**config.mk**
```make
export PLATFORM = sky130hd
export DESIGN_NAME = run_monitor_flat
export DESIGN_NICKNAME = d
export VERILOG_FILES = /design/src/rtl/run_monitor_pkg.sv /design/src/rtl/run_monitor_if.sv /design/src/rtl/sat_counter.sv /design/src/rtl/run_monitor.sv /design/src/flat_wrapper.sv
export SDC_FILE = /design/constraint.sdc
export NUM_CORES = 1
export LEC_CHECK = 0
export ABC_AREA = 0
export CAP_MARGIN = 20
export CORE_ASPECT_RATIO = 1.5
export CORE_MARGIN = 8
export CORE_UTILIZATION = 50
export CTS_CLUSTER_SIZE = 12
export DETAILED_ROUTE_END_ITERATION = 8
export PLACE_DENSITY_LB_ADDON = 0.15
export SYNTH_ARGS = -nofsm -noshare
export SYNTH_HDL_FRONTEND = slang
export SYNTH_SLANG_ARGS = --single-unit
```
**constraint.sdc**
```tcl
create_clock -name i_clk -period 3.2 [get_ports i_clk]
set_input_delay 0.48 -clock i_clk [delete_from_list [all_inputs] [get_ports i_clk]]
set_output_delay 0.48 -clock i_clk [all_outputs]
set_load 0.05 [all_outputs]
```
**src/rtl/run_monitor_pkg.sv**
```systemverilog
// Shared types and default constants for the run monitor.
package run_monitor_pkg;

    // Monitor FSM state; the encoding is visible on o_state.
    typedef enum logic [1:0] {
        StHold    = 2'd0,
        StRun     = 2'd1,
        StHalted  = 2'd2,
        StTimeout = 2'd3
    } state_e;

    localparam int unsigned DefPcW       = 32;
    localparam int unsigned DefCntW      = 32;
    localparam int unsigned DefRstHold   = 4;
    localparam int unsigned DefHaltCyc   = 8;
    localparam int unsigned DefTimeoutCyc = 5000;

    // Both terminal states report done.
    function automatic logic is_terminal(state_e s);
        return (s == StHalted) || (s == StTimeout);
    endfunction

endpackage

```
**src/rtl/run_monitor_if.sv**
```systemverilog
// Core trace bus observed by the run monitor: debug PC, retire strobe and result.
interface run_monitor_if #(
    parameter int unsigned PC_W = run_monitor_pkg::DefPcW
);
    logic [PC_W-1:0] pc;
    logic            insn_vld;
    logic [31:0]     result;

    // Core side drives the trace.
    modport master (output pc, output insn_vld, output result);
    // Monitor side only observes it.
    modport slave (input pc, input insn_vld, input result);

endinterface

```
**src/rtl/sat_counter.sv**
```systemverilog
// Up-counter with synchronous clear that sticks at all-ones instead of wrapping.
module sat_counter #(
    parameter int unsigned WIDTH = 32
) (
    input  logic             i_clk,
    input  logic             i_reset,
    input  logic             i_clr,
    input  logic             i_en,
    output logic [WIDTH-1:0] o_cnt
);

    logic [WIDTH-1:0] r_cnt;

    // Count when enabled, holding at the maximum value.
    always_ff @(posedge i_clk) begin
        if (i_reset || i_clr) begin
            r_cnt <= '0;
        end else if (i_en && (r_cnt != {WIDTH{1'b1}})) begin
            r_cnt <= r_cnt + WIDTH'(1);
        end
    end

    assign o_cnt = r_cnt;

endmodule

```
**src/rtl/run_monitor.sv**
```systemverilog
// Run monitor: stretches the core reset, counts run cycles and retires, and stops
// on a PC self-loop (halt) or after a fixed cycle budget (timeout).
module run_monitor
    import run_monitor_pkg::*;
#(
    parameter int unsigned PC_W        = DefPcW,
    parameter int unsigned CNT_W       = DefCntW,
    parameter int unsigned RST_HOLD    = DefRstHold,
    parameter int unsigned HALT_CYC    = DefHaltCyc,
    parameter int unsigned TIMEOUT_CYC = DefTimeoutCyc
) (
    input  logic             i_clk,
    input  logic             i_reset,
    run_monitor_if.slave     i_trace,
    output logic             o_core_rst,
    output logic [1:0]       o_state,
    output logic [CNT_W-1:0] o_cycle_cnt,
    output logic [CNT_W-1:0] o_retired_cnt,
    output logic [PC_W-1:0]  o_last_pc,
    output logic [31:0]      o_result,
    output logic             o_done,
    output logic             o_halt,
    output logic             o_timeout
);

    localparam int unsigned HoldW = (RST_HOLD > 1) ? $clog2(RST_HOLD) : 1;
    localparam int unsigned RepW  = $clog2(HALT_CYC);
    // Compare the cycle count at a width that can hold TIMEOUT_CYC-1 without truncation.
    localparam int unsigned CmpW  = (CNT_W > 32) ? CNT_W : 32;

    state_e           r_state, w_state_d;
    logic [HoldW-1:0] r_hold_cnt;
    logic [RepW-1:0]  r_rep_cnt, w_rep_d;
    logic             r_seen;
    logic [PC_W-1:0]  r_last_pc;
    logic [31:0]      r_result;
    logic             r_core_rst, r_done, r_halt, r_timeout;
    logic             w_retire, w_halt_hit, w_timeout_hit, w_cyc_en, w_clr;
    logic [CNT_W-1:0] w_cycle_cnt, w_retired_cnt;

    // Retire decode, repeat-count update and termination conditions.
    always_comb begin
        w_retire = (r_state == StRun) && i_trace.insn_vld;
        w_rep_d  = r_rep_cnt;
        if (w_retire) begin
            // r_seen keeps the first retire (even at PC 0) from matching the reset PC.
            if (r_seen && (i_trace.pc == r_last_pc)) begin
                w_rep_d = r_rep_cnt + RepW'(1);
            end else begin
                w_rep_d = '0;
            end
        end
        w_halt_hit    = w_retire && (w_rep_d == RepW'(HALT_CYC - 1));
        w_timeout_hit = (r_state == StRun) &&
                        (CmpW'(w_cycle_cnt) == CmpW'(TIMEOUT_CYC - 1));
    end

    // Next-state logic; halt takes priority over timeout.
    always_comb begin
        w_state_d = r_state;
        unique case (r_state)
            StHold: begin
                if (r_hold_cnt == HoldW'(RST_HOLD - 1)) begin
                    w_state_d = StRun;
                end
            end
            StRun: begin
                if (w_halt_hit) begin
                    w_state_d = StHalted;
                end else if (w_timeout_hit) begin
                    w_state_d = StTimeout;
                end
            end
            default: w_state_d = r_state;
        endcase
    end

    // State register and reset-stretch counter.
    always_ff @(posedge i_clk) begin
        if (i_reset) begin
            r_state    <= StHold;
            r_hold_cnt <= '0;
        end else begin
            r_state <= w_state_d;
            if (r_state == StHold) begin
                r_hold_cnt <= r_hold_cnt + HoldW'(1);
            end
        end
    end

    // Retire tracking and result capture; nothing moves outside RUN.
    always_ff @(posedge i_clk) begin
        if (i_reset) begin
            r_seen    <= 1'b0;
            r_rep_cnt <= '0;
            r_last_pc <= '0;
            r_result  <= '0;
        end else begin
            if (w_retire) begin
                r_seen    <= 1'b1;
                r_rep_cnt <= w_rep_d;
                r_last_pc <= i_trace.pc;
            end
            if (w_halt_hit) begin
                r_result <= i_trace.result;
            end
        end
    end

    // Registered status flags, aligned with the state register.
    always_ff @(posedge i_clk) begin
        if (i_reset) begin
            r_core_rst <= 1'b1;
            r_done     <= 1'b0;
            r_halt     <= 1'b0;
            r_timeout  <= 1'b0;
        end else begin
            r_core_rst <= (w_state_d == StHold);
            r_done     <= is_terminal(w_state_d);
            r_halt     <= (w_state_d == StHalted);
            r_timeout  <= (w_state_d == StTimeout);
        end
    end

    // The cycle count stops on the edge that leaves RUN, so it reports the last run cycle.
    assign w_cyc_en = (r_state == StRun) && (w_state_d == StRun);
    assign w_clr    = (r_state == StHold);

    sat_counter #(
        .WIDTH (CNT_W)
    ) u_cycle_cnt (
        .i_clk   (i_clk),
        .i_reset (i_reset),
        .i_clr   (w_clr),
        .i_en    (w_cyc_en),
        .o_cnt   (w_cycle_cnt)
    );

    sat_counter #(
        .WIDTH (CNT_W)
    ) u_retired_cnt (
        .i_clk   (i_clk),
        .i_reset (i_reset),
        .i_clr   (w_clr),
        .i_en    (w_retire),
        .o_cnt   (w_retired_cnt)
    );

    assign o_core_rst    = r_core_rst;
    assign o_state       = r_state;
    assign o_cycle_cnt   = w_cycle_cnt;
    assign o_retired_cnt = w_retired_cnt;
    assign o_last_pc     = r_last_pc;
    assign o_result      = r_result;
    assign o_done        = r_done;
    assign o_halt        = r_halt;
    assign o_timeout     = r_timeout;

endmodule

```
**src/flat_wrapper.sv**
```systemverilog
// flat-port wrapper written by rule: the top's interface ports become plain ports
module run_monitor_flat import run_monitor_pkg::*;
#(
    parameter int unsigned PC_W        = DefPcW,
    parameter int unsigned CNT_W       = DefCntW,
    parameter int unsigned RST_HOLD    = DefRstHold,
    parameter int unsigned HALT_CYC    = DefHaltCyc,
    parameter int unsigned TIMEOUT_CYC = DefTimeoutCyc
)
  (i_clk, i_reset, o_core_rst, o_state, o_cycle_cnt, o_retired_cnt, o_last_pc, o_result, o_done, o_halt, o_timeout, i_trace_pc, i_trace_insn_vld, i_trace_result);
  run_monitor_if #(.PC_W(PC_W)) i_trace_i ();
  input  logic i_clk;
  input  logic i_reset;
  output logic o_core_rst;
  output logic [1:0] o_state;
  output logic [CNT_W-1:0] o_cycle_cnt;
  output logic [CNT_W-1:0] o_retired_cnt;
  output logic [PC_W-1:0] o_last_pc;
  output logic [31:0] o_result;
  output logic o_done;
  output logic o_halt;
  output logic o_timeout;
  input wire logic [$bits(i_trace_i.pc)-1:0] i_trace_pc;
  input wire logic [$bits(i_trace_i.insn_vld)-1:0] i_trace_insn_vld;
  input wire logic [$bits(i_trace_i.result)-1:0] i_trace_result;
  assign i_trace_i.pc = i_trace_pc;
  assign i_trace_i.insn_vld = i_trace_insn_vld;
  assign i_trace_i.result = i_trace_result;
  run_monitor #(.PC_W(PC_W), .CNT_W(CNT_W), .RST_HOLD(RST_HOLD), .HALT_CYC(HALT_CYC), .TIMEOUT_CYC(TIMEOUT_CYC)) u_core (.i_clk(i_clk), .i_reset(i_reset), .i_trace(i_trace_i), .o_core_rst(o_core_rst), .o_state(o_state), .o_cycle_cnt(o_cycle_cnt), .o_retired_cnt(o_retired_cnt), .o_last_pc(o_last_pc), .o_result(o_result), .o_done(o_done), .o_halt(o_halt), .o_timeout(o_timeout));
endmodule
```
Word level (Yosys, flattened, before mapping)
Cells that the tools add are included.
W data, S select, Z words.
Operators by class
  $add $sub $neg: 4
  multiply operators: 0
  div/mod/pow operators: 0
  magnitude comparators: 0
  equal/unequal tests: 10
  shifts and indexed selects: 0
  mux-type cells: 6
  bitwise logic cells: 0
  reduce and logical (&&, ||, !) cells: 11
Operators with widths (number)
  $add A32 B1 Y32 const B: 2
  $ne A32 B32 Y1 const B: 2
  $eq A32 B13 Y1 const B: 1
  $eq A32 B32 Y1: 1
  $logic_and A1 B1 Y1: 7
  $eq A2 B2 Y1 const B: 3
  $mux W2: 3
  $mux W3: 2
  $eq A2 B1 Y1 const B: 2
  $logic_not A2 Y1: 2
  $pmux W2 S2: 1
  $add A3 B1 Y3 const B: 1
  $eq A3 B3 Y1 const B: 1
  $add A2 B1 Y2 const B: 1
  $logic_or A1 B1 Y1: 2
Storage, ports and cells
  register bits after elaboration: 140
  latch bits: 0
  bits in writable memories: 0
  memory bits (read-only): 0
  word-level logic and storage cells: 43
  memories: 0

Depth between registers and ports, before layout
Gate-level depths: netlist (run 1).
  word-level depth: 11
  depth in mapped cells: 10

By module
Synthesis (run 1) repeated with hierarchy kept, for this count alone.
Unflattened totals
  cells, all modules: 769
  area, all modules: 6849.1 um2
By module, submodules not included
  run_monitor: times used 1, cells each 391, area each 3485.8 um2, seq. area each 1501.4 um2
  sat_counter: times used 2, cells each 189, area each 1681.6 um2, seq. area each 640.6 um2

Least setup slack after synthesis (run 1)
No wires, ideal clock.
  kind: flip-flop to flip-flop
  start: register u_core.r_last_pc[30] (netlist: u_core.o_last_pc[30])
  end: register u_core.u_cycle_cnt.r_cnt[13] (netlist: u_core.u_cycle_cnt.o_cnt[13])
  setup time: 0.128 ns
  data arrival time: 2.404 ns
  required time: 3.072 ns
  path slack: 0.668 ns
  cell stages (with the launch flop): 10
  buffers on the path: 2
  period minus slack after synthesis: 2.532 ns
  cells stage by stage: dfxtp_1 > xnor2_1 > nand4_1 > or4_1 > or4_1 > buf_4 > buf_6 > nand3_1 > xor2_1 > nor2_1
On the way
  longest elaborated chain between the ends: 11
Ends and longest elaborated chain
  from (decl): line run_monitor.sv:35  | logic [PC_W-1:0] r_last_pc;
  from (signal assigned): line run_monitor.sv:102  | r_last_pc <= i_trace.pc;
  $eq A32 B32 Y1: line run_monitor.sv:47  | if (r_seen && (i_trace.pc == r_last_pc)) begin
  $logic_and A1 B1 Y1: line run_monitor.sv:47
  $mux W3: line run_monitor.sv:47
  $mux W3: line run_monitor.sv:45  | if (w_retire) begin
  $eq A3 B3 Y1: line run_monitor.sv:53  | w_halt_hit = w_retire && (w_rep_d == RepW'(HALT_CYC - 1));
  $logic_and A1 B1 Y1: line run_monitor.sv:53
  $mux W2: line run_monitor.sv:68  | if (w_halt_hit) begin
  $pmux W2 S2: line run_monitor.sv:61  | unique case (r_state)
  $eq A2 B1 Y1: line run_monitor.sv:126  | assign w_cyc_en = (r_state == StRun) && (w_state_d == StRun);
  $logic_and A1 B1 Y1: line run_monitor.sv:126
  $logic_and A1 B1 Y1: line sat_counter.sv:18  | end else if (i_en && (r_cnt != {WIDTH{1'b1}})) begin
  to (signal assigned): line sat_counter.sv:19  | r_cnt <= r_cnt + WIDTH'(1);
  to (decl): line sat_counter.sv:12  | logic [WIDTH-1:0] r_cnt;
Every way passes these cells.
A chain may end at the register's enable or synchronous reset.

Worst setup path after layout (run 1)
  start: input port i_trace_pc[29]
  end: register u_core.r_result[12] (netlist: u_core.o_result[12])
On the way
  longest elaborated chain between the ends: 6
Ends and longest elaborated chain
  from (decl): line flat_wrapper.sv:23  | input wire logic [$bits(i_trace_i.pc)-1:0] i_trace_pc;
  $eq A32 B32 Y1: line run_monitor.sv:47
  $logic_and A1 B1 Y1: line run_monitor.sv:47
  $mux W3: line run_monitor.sv:47
  $mux W3: line run_monitor.sv:45
  $eq A3 B3 Y1: line run_monitor.sv:53
  $logic_and A1 B1 Y1: line run_monitor.sv:53
  to (signal assigned): line run_monitor.sv:105  | r_result <= i_trace.result;
  to (decl): line run_monitor.sv:36  | logic [31:0] r_result;
Every way passes these cells.

==> results.sh, run 1 <==
export IMPL_final_layout_size_suffix_gt1_frac=0.0630
export IMPL_clock_path_buffers=2
export IMPL_maxCapViolCount=0
export IMPL_hp_class="in2reg"
export IMPL_vias=5952
export IMPL_slew_headroom=0.345
export IMPL_synth_cell_types=45
export IMPL_start_util=0.504
export IMPL_place_inst=1045
export IMPL_placed_area_sq_um=8350
export IMPL_hpwlAfterDp_microns=13200
export IMPL_core_area_sq_um=12300
export IMPL_grt_pass1_vias=5972
export IMPL_timing_worst_setup_path_type="in2reg"
export IMPL_grt_pass1_wl_microns=29800
export IMPL_final_common_cell="clkdlybuf4s50_1"
export IMPL_crit_top_cell="buf_12"
export IMPL_io_pins=201
export IMPL_cts_sinks=140
export IMPL_die_area_sq_um=16300
export IMPL_io_buffers=200
export IMPL_fin_util=0.733
export IMPL_ant_nets=0
export IMPL_tritoncts="done"
export IMPL_cts_resized=0
export IMPL_insertion_delay_ns=0.41
export IMPL_worst_path_largest_cell_delay_ns=0.73
export IMPL_final_cell_mix="199 x clkdlybuf4s50_1, 140 x dfxtp_1, 98 x nand2_1, 87 x nor2_1, 55 x xor2_1"
export IMPL_die_w_microns=107
export IMPL_synth_top_area_share=0.453
export IMPL_wire_per_inst_microns=17.2
export IMPL_synth_area_sq_um=6180
export IMPL_powerDensity_nw_per_um2=471
export IMPL_synth_ff_type="dfxtp_1"
export IMPL_first_iter_violations=225
export IMPL_synthTopCellsByArea="dfxtp_1 45%, xor2_1 7.8%, nand2_1 5.9%"
export IMPL_worstPathRequired_ns=3.47
export IMPL_fin_skew_ns=0.0108
export IMPL_cts_setup_buffers=0
export IMPL_cp_end_kind="flop"
export IMPL_finalInstanceArea_sq_um=8980
export IMPL_gp_congestion=0.829
export IMPL_drt_pass1_iterations=5
export IMPL_nets=979
export IMPL_synthArstFlopShare=0
export IMPL_cp_max_fo=38
export IMPL_yosysWarnings=0
export IMPL_synthCells=708
export IMPL_clk_pin_slew_ns=0.06
export IMPL_leakage_nw=3.37
export IMPL_hold_violations=0
export IMPL_setup_violations_final=0
export IMPL_cts_made_buffers=17
export IMPL_antenna_cells=0
export IMPL_fmax_mhz=346
export IMPL_critPathLaunchType="primary input"
export IMPL_synth_edf_count=0
export IMPL_cp_top_family="simple AND/OR/NAND/NOR gates"
export IMPL_synth_fp_nets=779
export IMPL_tightest_slew_ns=0.979
export IMPL_path_cells="clkdlybuf4s50_1 > xor2_1 > nor4_1 > buf_4 > nand2_1 > or4_2 > buf_12 > buf_12 > mux2i_1 > nor2_1"
export IMPL_grt_overflow_total=0
export IMPL_die_h_microns=152
export IMPL_period_needed_ns=2.89
export IMPL_ys_seq_area_frac=0.453
export IMPL_period_share=0.903
export IMPL_grt_start_max_net_pins=76
export IMPL_worst_path_max_delay_cell="or4_2"
export IMPL_ctsHtreeMaxLevel=4
export IMPL_final_cells=1077
export IMPL_synth_seq_cells=140
export IMPL_cts_root_buf="clkbuf_16"
export IMPL_syn_to_final_growth_pct=45.3
export IMPL_path_buf_inv=4
export IMPL_antenna_found_initial=0
export IMPL_synth_area_per_cell_sq_um=8.74
export IMPL_worst_endpoint_arrival_ns=3.16
export IMPL_yosys_area_top_type="dfxtp_1"
export IMPL_wl_microns=18500
export IMPL_irDropWorstVdd_uv=352
export IMPL_route_detailed_drc=0
export IMPL_slew_viol_final=0
export IMPL_rsz0062_at_grt="false"
export IMPL_status="complete, no violations"
export IMPL_vias_per_cell=5.53
export IMPL_rows=50
export IMPL_grt_use_total=0.223
export IMPL_hold_buffers=0
[worst min-delay path: stages]
cell     delay [ns]
buf_2          0.14
or3_1          0.12
o41ai_1        0.05
[synthesized netlist by cell type (all sizes together) (4+ instances only)]
cell and number:
dfxtp 140, nand2 100, nor2 87, xor2 55, a21oi 49, mux2i 35
nand3 34, nand4 26, xnor2 22, clkbuf 21, and3 19, nor4 14
buf 12, nor3 11, and4 10, or3 10, o21ai 8, or4 8
and2 6, inv 5, ha 4, o311ai 4
[through the flow]
stage / hold slack, ns / total power [mW] / setup TNS, ns / setup WS, ns
floorplan: 0.436 / 2.00 / 0 / 0.668
global placement: 0.444 / 2.16 / -0.227 / -0.0182
detailed placement: 0.468 / 2.16 / -3.21 / -0.111
CTS: 0.415 / 4.27 / 0 / 0.299
global route: 0.440 / 4.38 / 0 / 0.151
finish: 0.428 / 4.23 / 0 / 0.311
[logic make-up after synthesis]
kind of cell,after synthesis,synth area share
AND/OR/NAND/NOR,336,0.268
flip-flops,140,0.453
AO/OA/AOI/OAI,78,0.0767
XOR/XNOR,77,0.109
buffers and inverters,38,0.0283
multiplexers,35,0.0566
adder cells (fa/ha/maj),4,0.00809
[state kept, by name, summed over array words and instances (netlist names)]
| name | cells |
|---|---|
| u_core.o_state | 2 |
| u_core.u_cycle_cnt.o_cnt | 32 |
| u_core.o_result | 32 |
| u_core.o_core_rst | 1 |
| u_core.r_seen | 1 |
| u_core.o_halt | 1 |
| u_core.u_retired_cnt.o_cnt | 32 |
| u_core.o_last_pc | 32 |
| u_core.o_timeout | 1 |
| u_core.r_rep_cnt | 3 |
| u_core.o_done | 1 |
| u_core.r_hold_cnt | 2 |
[layout make-up]
class / instances / area, sq um
clock buffer: 19 / 443
clock inverter: 13 / 189
fill: 903 / 3280
inverter: 5 / 18.8
multi-input combinational: 530 / 3210
sequential: 140 / 2800
tap: 156 / 195
timing repair buffer: 214 / 2130
[routing by layer]
metal / vias to the layer above / GRT usage / wire (microns)
met5: - / 0 / 0
li1: 2857 / - / -
met3: 33 / 0.0673 / 1350
met1: 2825 / 0.239 / 6980
met2: 237 / 0.392 / 9690
met4: 0 / 0.0916 / 477
[where the power goes]
part	total, mW	switching (mW)	internal (mW)
Sequential	1.78	0.0171	1.77
Combinational	0.344	0.194	0.151
Clock	2.11	0.777	1.33
[final timing paths]
check                           slack, ns                           end            startpoint  cells past startpoint
worst max-delay path                 0.31           u_core.o_result[12]        i_trace_pc[29]                     10
worst max register to register       0.49           u_core.o_result[12]  u_core.o_last_pc[29]                      9
worst min-delay path                 0.43  u_core.u_cycle_cnt.o_cnt[20]               i_reset                      3
worst min register to register       0.47           u_core.r_rep_cnt[1]   u_core.r_rep_cnt[1]                      2
Power figures use the tool's default switching activity.
==> run 2: changes to the inputs <==
--- a/config.mk
+++ b/config.mk
@@ -13,6 +13,7 @@
 export CTS_CLUSTER_SIZE = 12
 export DETAILED_ROUTE_END_ITERATION = 8
 export PLACE_DENSITY_LB_ADDON = 0.15
+export REMOVE_ABC_BUFFERS = 1
 export SYNTH_ARGS = -nofsm -noshare
 export SYNTH_HDL_FRONTEND = slang
 export SYNTH_SLANG_ARGS = --single-unit
==> run 2 against run 1 <==
  * Via count shrank 1.1%
  * Setup slack better by 0.050 ns
  * Die area unchanged
  * First-iteration DRC count up 18%
  * Global-route usage shrank 0.56 points
==> results.sh, run 2 (synthesis gave the netlist of run 1 again) <==
export IMPL_core_area_sq_um=12300
export IMPL_wire_per_inst_microns=16.5
export IMPL_placed_area_sq_um=8380
export IMPL_rrSetupSlack_ns=0.55
export IMPL_rows=50
export IMPL_ant_nets=0
export IMPL_grt_overflow_total=0
export IMPL_cts_setup_buffers=0
export IMPL_maxCapViolCount=0
export IMPL_final_layout_size_suffix_gt1_frac=0.0680
export IMPL_rsz0062_at_grt="false"
export IMPL_clock_path_buffers=2
export IMPL_hp_class="reg2reg"
export IMPL_fin_skew_ns=0.00784
export IMPL_reg2reg_depth=8
export IMPL_cts_root_buf="clkbuf_16"
export IMPL_drt_pass1_iterations=4
export IMPL_hold_violations=0
export IMPL_first_iter_violations=266
export IMPL_powerDensity_nw_per_um2=473
export IMPL_setup_violations_final=0
export IMPL_antenna_found_initial=0
export IMPL_die_area_sq_um=16300
export IMPL_vias=5888
export IMPL_worstPathRequired_ns=3.47
export IMPL_insertion_delay_ns=0.41
export IMPL_nets=984
export IMPL_fmax_mhz=352
export IMPL_r2r_start="u_core.o_last_pc[14]"
export IMPL_place_inst=1050
export IMPL_worst_endpoint_arrival_ns=3.11
export IMPL_syn_to_final_growth_pct=45.9
export IMPL_slew_headroom=0.366
export IMPL_hpwlAfterDp_microns=13200
export IMPL_irDropWorstVdd_uv=417
export IMPL_start_util=0.504
export IMPL_finalPower_mw=4.26
export IMPL_final_cells=1082
export IMPL_slew_viol_final=0
export IMPL_endpoint="u_core.u_cycle_cnt.o_cnt[1]"
export IMPL_period_share=0.887
export IMPL_ctsHtreeMaxLevel=4
export IMPL_gp_congestion=0.824
export IMPL_critPathLaunchType="primary input"
export IMPL_timing_worst_setup_path_type="in2reg"
export IMPL_tightest_slew_ns=0.948
export IMPL_final_cell_mix="199 x clkdlybuf4s50_1, 140 x dfxtp_1, 98 x nand2_1, 87 x nor2_1, 55 x xor2_1"
export IMPL_cp_end_kind="flop"
export IMPL_antenna_cells=0
export IMPL_hold_buffers=0
export IMPL_io_buffers=200
export IMPL_tritoncts="done"
export IMPL_period_needed_ns=2.84
export IMPL_final_common_cell="clkdlybuf4s50_1"
export IMPL_n_fill_cell=944
export IMPL_die_h_microns=152
export IMPL_vias_per_cell=5.44
export IMPL_startpoint="i_trace_pc[14]"
export IMPL_io_pins=201
export IMPL_route_detailed_drc=0
export IMPL_clk_pin_slew_ns=0.06
export IMPL_wl_microns=17900
export IMPL_cp_max_fo=23
export IMPL_cts_made_buffers=17
export IMPL_leakage_nw=3.40
export IMPL_die_w_microns=107
export IMPL_grt_pass1_vias=6100
export IMPL_cts_resized=0
export IMPL_r2r_end="u_core.u_cycle_cnt.o_cnt[1]"
export IMPL_cts_sinks=140
export IMPL_status="complete, no violations"
export IMPL_finalInstanceArea_sq_um=9020
export IMPL_grt_pass1_wl_microns=29300
export IMPL_grt_use_total=0.217
export IMPL_grt_start_max_net_pins=44
[run 2: changes by cell type in the layout (fill, tap and decap cells not counted), sizes merged]
cell and delta:
buf +5, bufinv +1, clkbuf -1, clkinv +3
clkinvlp -2, inv -1
[run 2: worst max-delay path, stage by stage]
cell             delay [ns]
clkdlybuf4s50_1        0.44
xnor2_1                0.23
nand4_1                0.13
or4_1                  0.53
or4_2                  0.61
buf_12                 0.20
nand2_2                0.19
mux2i_1                0.23
nor2_1                 0.05
[run 2: worst min-delay path by stage]
stage	start	to	slack, ns	cells after the start
floorplan	u_core.r_rep_cnt[1]	u_core.r_rep_cnt[1]	0.43	2
global placement	u_core.r_rep_cnt[1]	u_core.r_rep_cnt[1]	0.45	2
detailed placement	u_core.r_rep_cnt[0]	u_core.r_rep_cnt[0]	0.48	2
CTS	u_core.o_last_pc[3]	u_core.o_last_pc[3]	0.48	2
global route	u_core.o_last_pc[29]	u_core.o_last_pc[29]	0.50	2
finish	u_core.o_last_pc[3]	u_core.o_last_pc[3]	0.48	2
[run 2: layout make-up]
class                   instances  area [sq um]  area share
flip-flops and latches        140          2800       0.311
inverters                       5          18.8     0.00208
clock inverters                14           218      0.0241
clock buffers                  18           429      0.0476
multi-input cells             530          3210       0.356
well taps                     156           195      0.0216
repair buffers                219          2150       0.238
[run 2: through the flow]
| stage | TNS, ns | util | setup slack (ns) | hold WS [ns] |
|---|---|---|---|---|
| after CTS | 0 | 0.736 | 0.373 | 0.484 |
| after floorplan | -46.58 | - | -0.910 | 0.430 |
| final | 0 | 0.736 | 0.361 | 0.482 |
| after detailed placement | -0.0139 | 0.683 | -0.0139 | 0.476 |
| after global routing | 0 | 0.736 | 0.242 | 0.499 |
| after global placement | -0.0827 | 0.683 | -0.0311 | 0.446 |
[run 2: where the power goes]
group / internal [mW] / switching (mW) / total [mW] / leakage [nW]
Clock: 1.39 / 0.753 / 2.14 / 0.306
Combinational: 0.153 / 0.189 / 0.343 / 1.96
Sequential: 1.77 / 0.0167 / 1.78 / 1.13
[run 2: routing by layer]
metal / wire (microns) / part of all wire / vias to the layer above / global-route usage
met5: 0 / 0 / - / 0
met4: 496 / 0.028 / 0 / 0.101
met3: 1500 / 0.084 / 34 / 0.0864
met2: 8630 / 0.48 / 212 / 0.367
met1: 7230 / 0.40 / 2763 / 0.229
li1: - / - / 2879 / -
==> RTL edit 1, RTL diff (settings of run 2) <==
Change the package constant `DefCntW` from 32 to 48.
--- a/src/rtl/run_monitor_pkg.sv
+++ b/src/rtl/run_monitor_pkg.sv
@@ -10,7 +10,7 @@
     } state_e;
 
     localparam int unsigned DefPcW       = 32;
-    localparam int unsigned DefCntW      = 32;
+    localparam int unsigned DefCntW      = 48;
     localparam int unsigned DefRstHold   = 4;
     localparam int unsigned DefHaltCyc   = 8;
     localparam int unsigned DefTimeoutCyc = 5000;
Ports: changed (resized o_cycle_cnt and o_retired_cnt); port bits go from 201 to 233. The function was not compared with the original's and may differ.
==> RTL edit 1 against run 2 <==
Total power rose by 12%; critical path type unchanged; non-clock buffer count rose by 32; sequential cell count increased by 32; design area is 22% higher; count of clock-buffer cells in the layout is 1 higher; routed wire length rose by 32%; largest cell class unchanged; largest power group unchanged; area after synthesis is 27% higher; worst setup slack better by 0.14 ns; utilization decreased by 2.5 points.
==> RTL edit 1: results <==
outcome:
  status: "completed"
power_and_ir_drop:
  ir_drop_mv: 0.295
  p_leak_nw: 3.41
  p_switching_mw: 1.13
critical_path:
  r2r-end: "u_core.u_cycle_cnt.o_cnt[46]$_SDFFE_PP0P_"
  r2r_cells: 6
  crit_slowest_cell: "or4_1"
  critPathMaxStageDelay_ns: 0.55
  cp_max_fo: 9
  rr_startpoint: "u_core.u_cycle_cnt.o_cnt[3]$_SDFFE_PP0P_"
  r2r_setup_slack_ns: 0.50
  cp_data_arrival_time_ns: 2.95
placed_design:
  gp_congestion: 0.858
  post-dp-hpwl_um: 17000
  placed_cells: 1392
  numPortBuffers: 232
  post-place-ws_ns: 0.0913
  placed_area_um2: 10400
worst_hold_path:
  min_to: "u_core.o_result[17]$_SDFFE_PP0P_"
  worstHoldPathCells: 2
  worstHoldPathType: "reg -> reg"
  hp-start: "u_core.o_result[17]$_SDFFE_PP0P_"
synth:
  yosys.area_share.xor_xnor_pct: 9.49
  synthDistinctLibCells: 44
  syn_inst: 986
  synth_compound_area_share_pct: 10.8
  async_flop_share_pct: 0
  synth_common_cells: "nand2_1, dfxtp_1, a21oi_1"
  ys_top_cells_by_area: "dfxtp_1, nand2_1, a21oi_1"
  synthMuxAreaShare_pct: 0.255
  seq_area_frac_synth_pct: 43.9
  synth-adder-area-share_pct: 0.638
route:
  num_vias: 7838
  vias_per_cell: 5.50
  initialDrtViolationCount: 490
  first_pass_iters: 4
  post_drt_wl_per_cell_um: 16.5
final_layout:
  drive_gt1_share_pct: 5.08
  final_nets: 1279
  n_fill_cell: 1276
  utilization_pct: 71.1
global_route:
  grt_use_total_pct: 22.9
  grt_pass1_wl_um: 38200
  grt_max_degree: 77
  grt_pass1_vias: 7530
  antenna_found_initial: 0
clock_network:
  clk_path_buf_depth: 2
  cts-root-buf: "clkbuf_16"
sta:
  fin_hold_ws_ns: 0.450
  fin_skew_ns: 0.0167
  tightest_slew_ns: 0.876
  max_clock_freq_mhz: 371
==> RTL edit 1: changes by cell type in the layout (fill, tap and decap cells not counted), sizes merged, moves of 19 or more <==
cell / delta
nand2: +87
a21oi: +55
mux2i: -33
clkdlybuf4s50: +32
dfxtp: +32
or4: +21
nor4: +19
==> RTL edit 1: how the worst max path moves through the flow <==
stage / startpoint / end
6_report: i_trace_pc[8] / u_core.u_cycle_cnt.o_cnt[36]$_SDFFE_PP0P_
5_1_grt: u_core.u_retired_cnt.o_cnt[8]$_SDFFE_PP0P_ / u_core.u_retired_cnt.o_cnt[38]$_SDFFE_PP0P_
4_1_cts: u_core.u_cycle_cnt.o_cnt[0]$_SDFFE_PP0P_ / u_core.u_cycle_cnt.o_cnt[47]$_SDFFE_PP0P_
3_5_place_dp: i_trace_pc[8] / u_core.u_cycle_cnt.o_cnt[36]$_SDFFE_PP0P_
3_3_place_gp: i_trace_pc[24] / u_core.u_cycle_cnt.o_cnt[38]$_SDFFE_PP0P_
2_1_floorplan: u_core.o_state[0]$_SDFF_PP0_ / u_core.u_cycle_cnt.o_cnt[20]$_SDFFE_PP0P_
==> RTL edit 1: layout make-up <==
cell class	count	share of cell area [%]
multi-input cells	751	37.7
flip-flops and latches	172	31.3
repair buffers	251	22.5
clock buffers	19	3.93
well taps	203	2.31
clock inverters	13	1.83
inverters	15	0.512
==> RTL edit 1: power by group through the flow <==
stage               Sequential, mW  Clock (mW)  Combinational (mW)
floorplan                     2.28           0               0.112
finish                        2.18        2.23               0.362
CTS                           2.18        2.28               0.364
global route                  2.18        2.37               0.391
detailed placement            2.23           0               0.363
global placement              2.23           0               0.359
==> RTL edit 1: metal layers <==
layer  track usage, %  part of all wire [%]  vias up
met5                0                     0        -
met4             7.83                   1.9        0
met3             6.83                   6.3       33
met2             39.9                    50      246
met1             26.2                    42     3668
li1                 -                     -     3891
==> RTL edit 1: kinds of logic (layout without fill, tap and decap cells) <==
| group | count (synthesis) | count (layout) |
|---|---|---|
| multiplexers | 2 | 2 |
| flip-flops | 172 | 172 |
| adder cells (fa/ha/maj) | 4 | 4 |
| AO/OA/AOI/OAI | 155 | 155 |
| buffers and inverters | 63 | 298 |
| XOR/XNOR | 85 | 85 |
| AND/OR/NAND/NOR | 505 | 505 |
==> RTL edit 1: worst register-to-register path: stages (launching register included) <==
cell	delay [ns]
dfxtp_1	0.50
and4_1	0.37
nand2_1	0.24
or3_1	0.42
or4_4	0.52
or4_1	0.43
a21oi_1	0.14
==> RTL edit 2, RTL diff (config.mk and constraints of run 2) <==
Without the edit above. Reset style: asynchronous (`i_reset`), changed in 3 clocked blocks.
--- a/src/rtl/run_monitor.sv
+++ b/src/rtl/run_monitor.sv
@@ -76,7 +76,7 @@
     end
 
     // State register and reset-stretch counter.
-    always_ff @(posedge i_clk) begin
+    always_ff @(posedge i_clk or posedge i_reset) begin
         if (i_reset) begin
             r_state    <= StHold;
             r_hold_cnt <= '0;
@@ -89,7 +89,7 @@
     end
 
     // Retire tracking and result capture; nothing moves outside RUN.
-    always_ff @(posedge i_clk) begin
+    always_ff @(posedge i_clk or posedge i_reset) begin
         if (i_reset) begin
             r_seen    <= 1'b0;
             r_rep_cnt <= '0;
@@ -108,7 +108,7 @@
     end
 
     // Registered status flags, aligned with the state register.
-    always_ff @(posedge i_clk) begin
+    always_ff @(posedge i_clk or posedge i_reset) begin
         if (i_reset) begin
             r_core_rst <= 1'b1;
             r_done     <= 1'b0;
Formal check against the unedited RTL: differs if i_reset is asserted again (counterexample within 10 cycles, from zero or initial values and one cycle with i_reset high); with i_reset held inactive, the same outputs for 10 cycles.
==> RTL edit 2 against run 2 <==
Worst setup slack gained 0.34 ns; first-iteration DRC count shrank 15%; design area grew 5.3%; routed wire length grew 9.6%; area after synthesis grew 8.0%; sequential cell count is the same.
Power is not compared: it rests on default switching activity, and its combinational part moved more than twofold at a synthesized area within 25%.
==> RTL edit 2: results <==
sta:
  slew_headroom_pct: 47.8
  post-route-period-util_pct: 78.0
  fin_skew_ns: 0.0115
  fin_hold_ws_ns: 0.463
critical_path:
  cp_max_fo: 15
  r2r_setup_slack_ns: 0.71
  rr_startpoint: "u_core.u_cycle_cnt.o_cnt[0]$_SDFFE_PP0P_"
  r2r_cells: 8
  crit_slowest_cell: "or4_1"
  critPathMaxStageDelay_ns: 0.52
  critical_path_class: "reg -> reg"
  cp-endpoint: "u_core.u_cycle_cnt.o_cnt[3]$_SDFFE_PP0P_"
placed_design:
  post-place-ws_ns: 0.412
  numPortBuffers: 200
  placed_area_um2: 8880
  gp_congestion: 0.870
  placed_cells: 1121
  post-dp-hpwl_um: 14200
synth:
  seq_area_frac_synth_pct: 47.7
  syn_inst: 782
  synthDistinctLibCells: 51
  ys_top_cells_by_area: "dfrtp_1, dfxtp_1, nand2_1"
  async_flop_share_pct: 54.3
  synth_common_cells: "nand2_1, dfrtp_1, dfxtp_1"
route:
  num_vias: 6297
  first_pass_iters: 5
  vias_per_cell: 5.46
  initialDrtViolationCount: 225
  wirelength_um: 19600
global_route:
  grt_use_total_pct: 22.3
  grt_max_degree: 77
  grt_pass1_vias: 6205
final_layout:
  n_fill_cell: 1027
  drive_gt1_share_pct: 5.83
worst_hold_path:
  hp-start: "u_core.o_result[29]$_DFFE_PP0P_"
  min_to: "u_core.o_result[29]$_DFFE_PP0P_"
clock_network:
  clock_latency_ns: 0.41
outcome:
  status: "completed"
## RTL edit 2: changes by cell type in the layout (fill, tap and decap cells not counted), sizes merged, moves of 12 or more
cell	before	now
a21oi	49	28
dfrtp	0	75
dfxtp	140	64
mux2i	35	2
nand2	100	229
nor2	87	51
o31ai	2	14
or4	8	22
xor2	55	36
## RTL edit 2: critical path, delay by kind of cell, from the launching register on
| kind | cells | cell delay (ns) |
|---|---|---|
| buf+inv | 1 | 0.16 |
| simple gates | 5 | 1.48 |
| flops | 1 | 0.36 |
| fa+ha+maj | 1 | 0.28 |
| compound gates | 1 | 0.14 |
## RTL edit 2: per-layer routing
metal	global-route usage, %	up-vias	wire length (µm)
li1	-	3105	-
met1	25.1	2977	7630
met2	38.4	187	10200
met3	7.12	28	1390
met4	7.07	0	384
met5	0	-	0
## RTL edit 2: area by class of cell
class                   count  area (µm²)  area share, %
clock inverters             8        78.8          0.830
flip-flops and latches    140        3180           33.5
repair buffers            214        2150           22.6
inverters                   6        23.8          0.250
well taps                 159         199           2.09
clock buffers              24         514           5.41
multi-input cells         603        3350           35.3
## RTL edit 2: power by group through the flow
stage | Combinational (mW) | Clock (mW) | Sequential [mW]
after floorplan | 0.0475 | 0 | 1.79
after global placement | 0.158 | 0 | 1.79
after detailed placement | 0.159 | 0 | 1.79
after CTS | 0.160 | 1.98 | 1.76
after global routing | 0.176 | 2.06 | 1.76
final | 0.161 | 1.96 | 1.76
## RTL edit 2: kinds of logic after synthesis
logic type / Yosys count / synth area share [%]
and+or+nand+nor: 458 / 33.5
DFF: 140 / 47.7
AOI/OAI and AO/OA: 73 / 6.69
xor gates and xnor gates: 65 / 8.53
buffers and inverters: 39 / 2.34
adders and majority gates: 4 / 0.750
muxes: 3 / 0.468
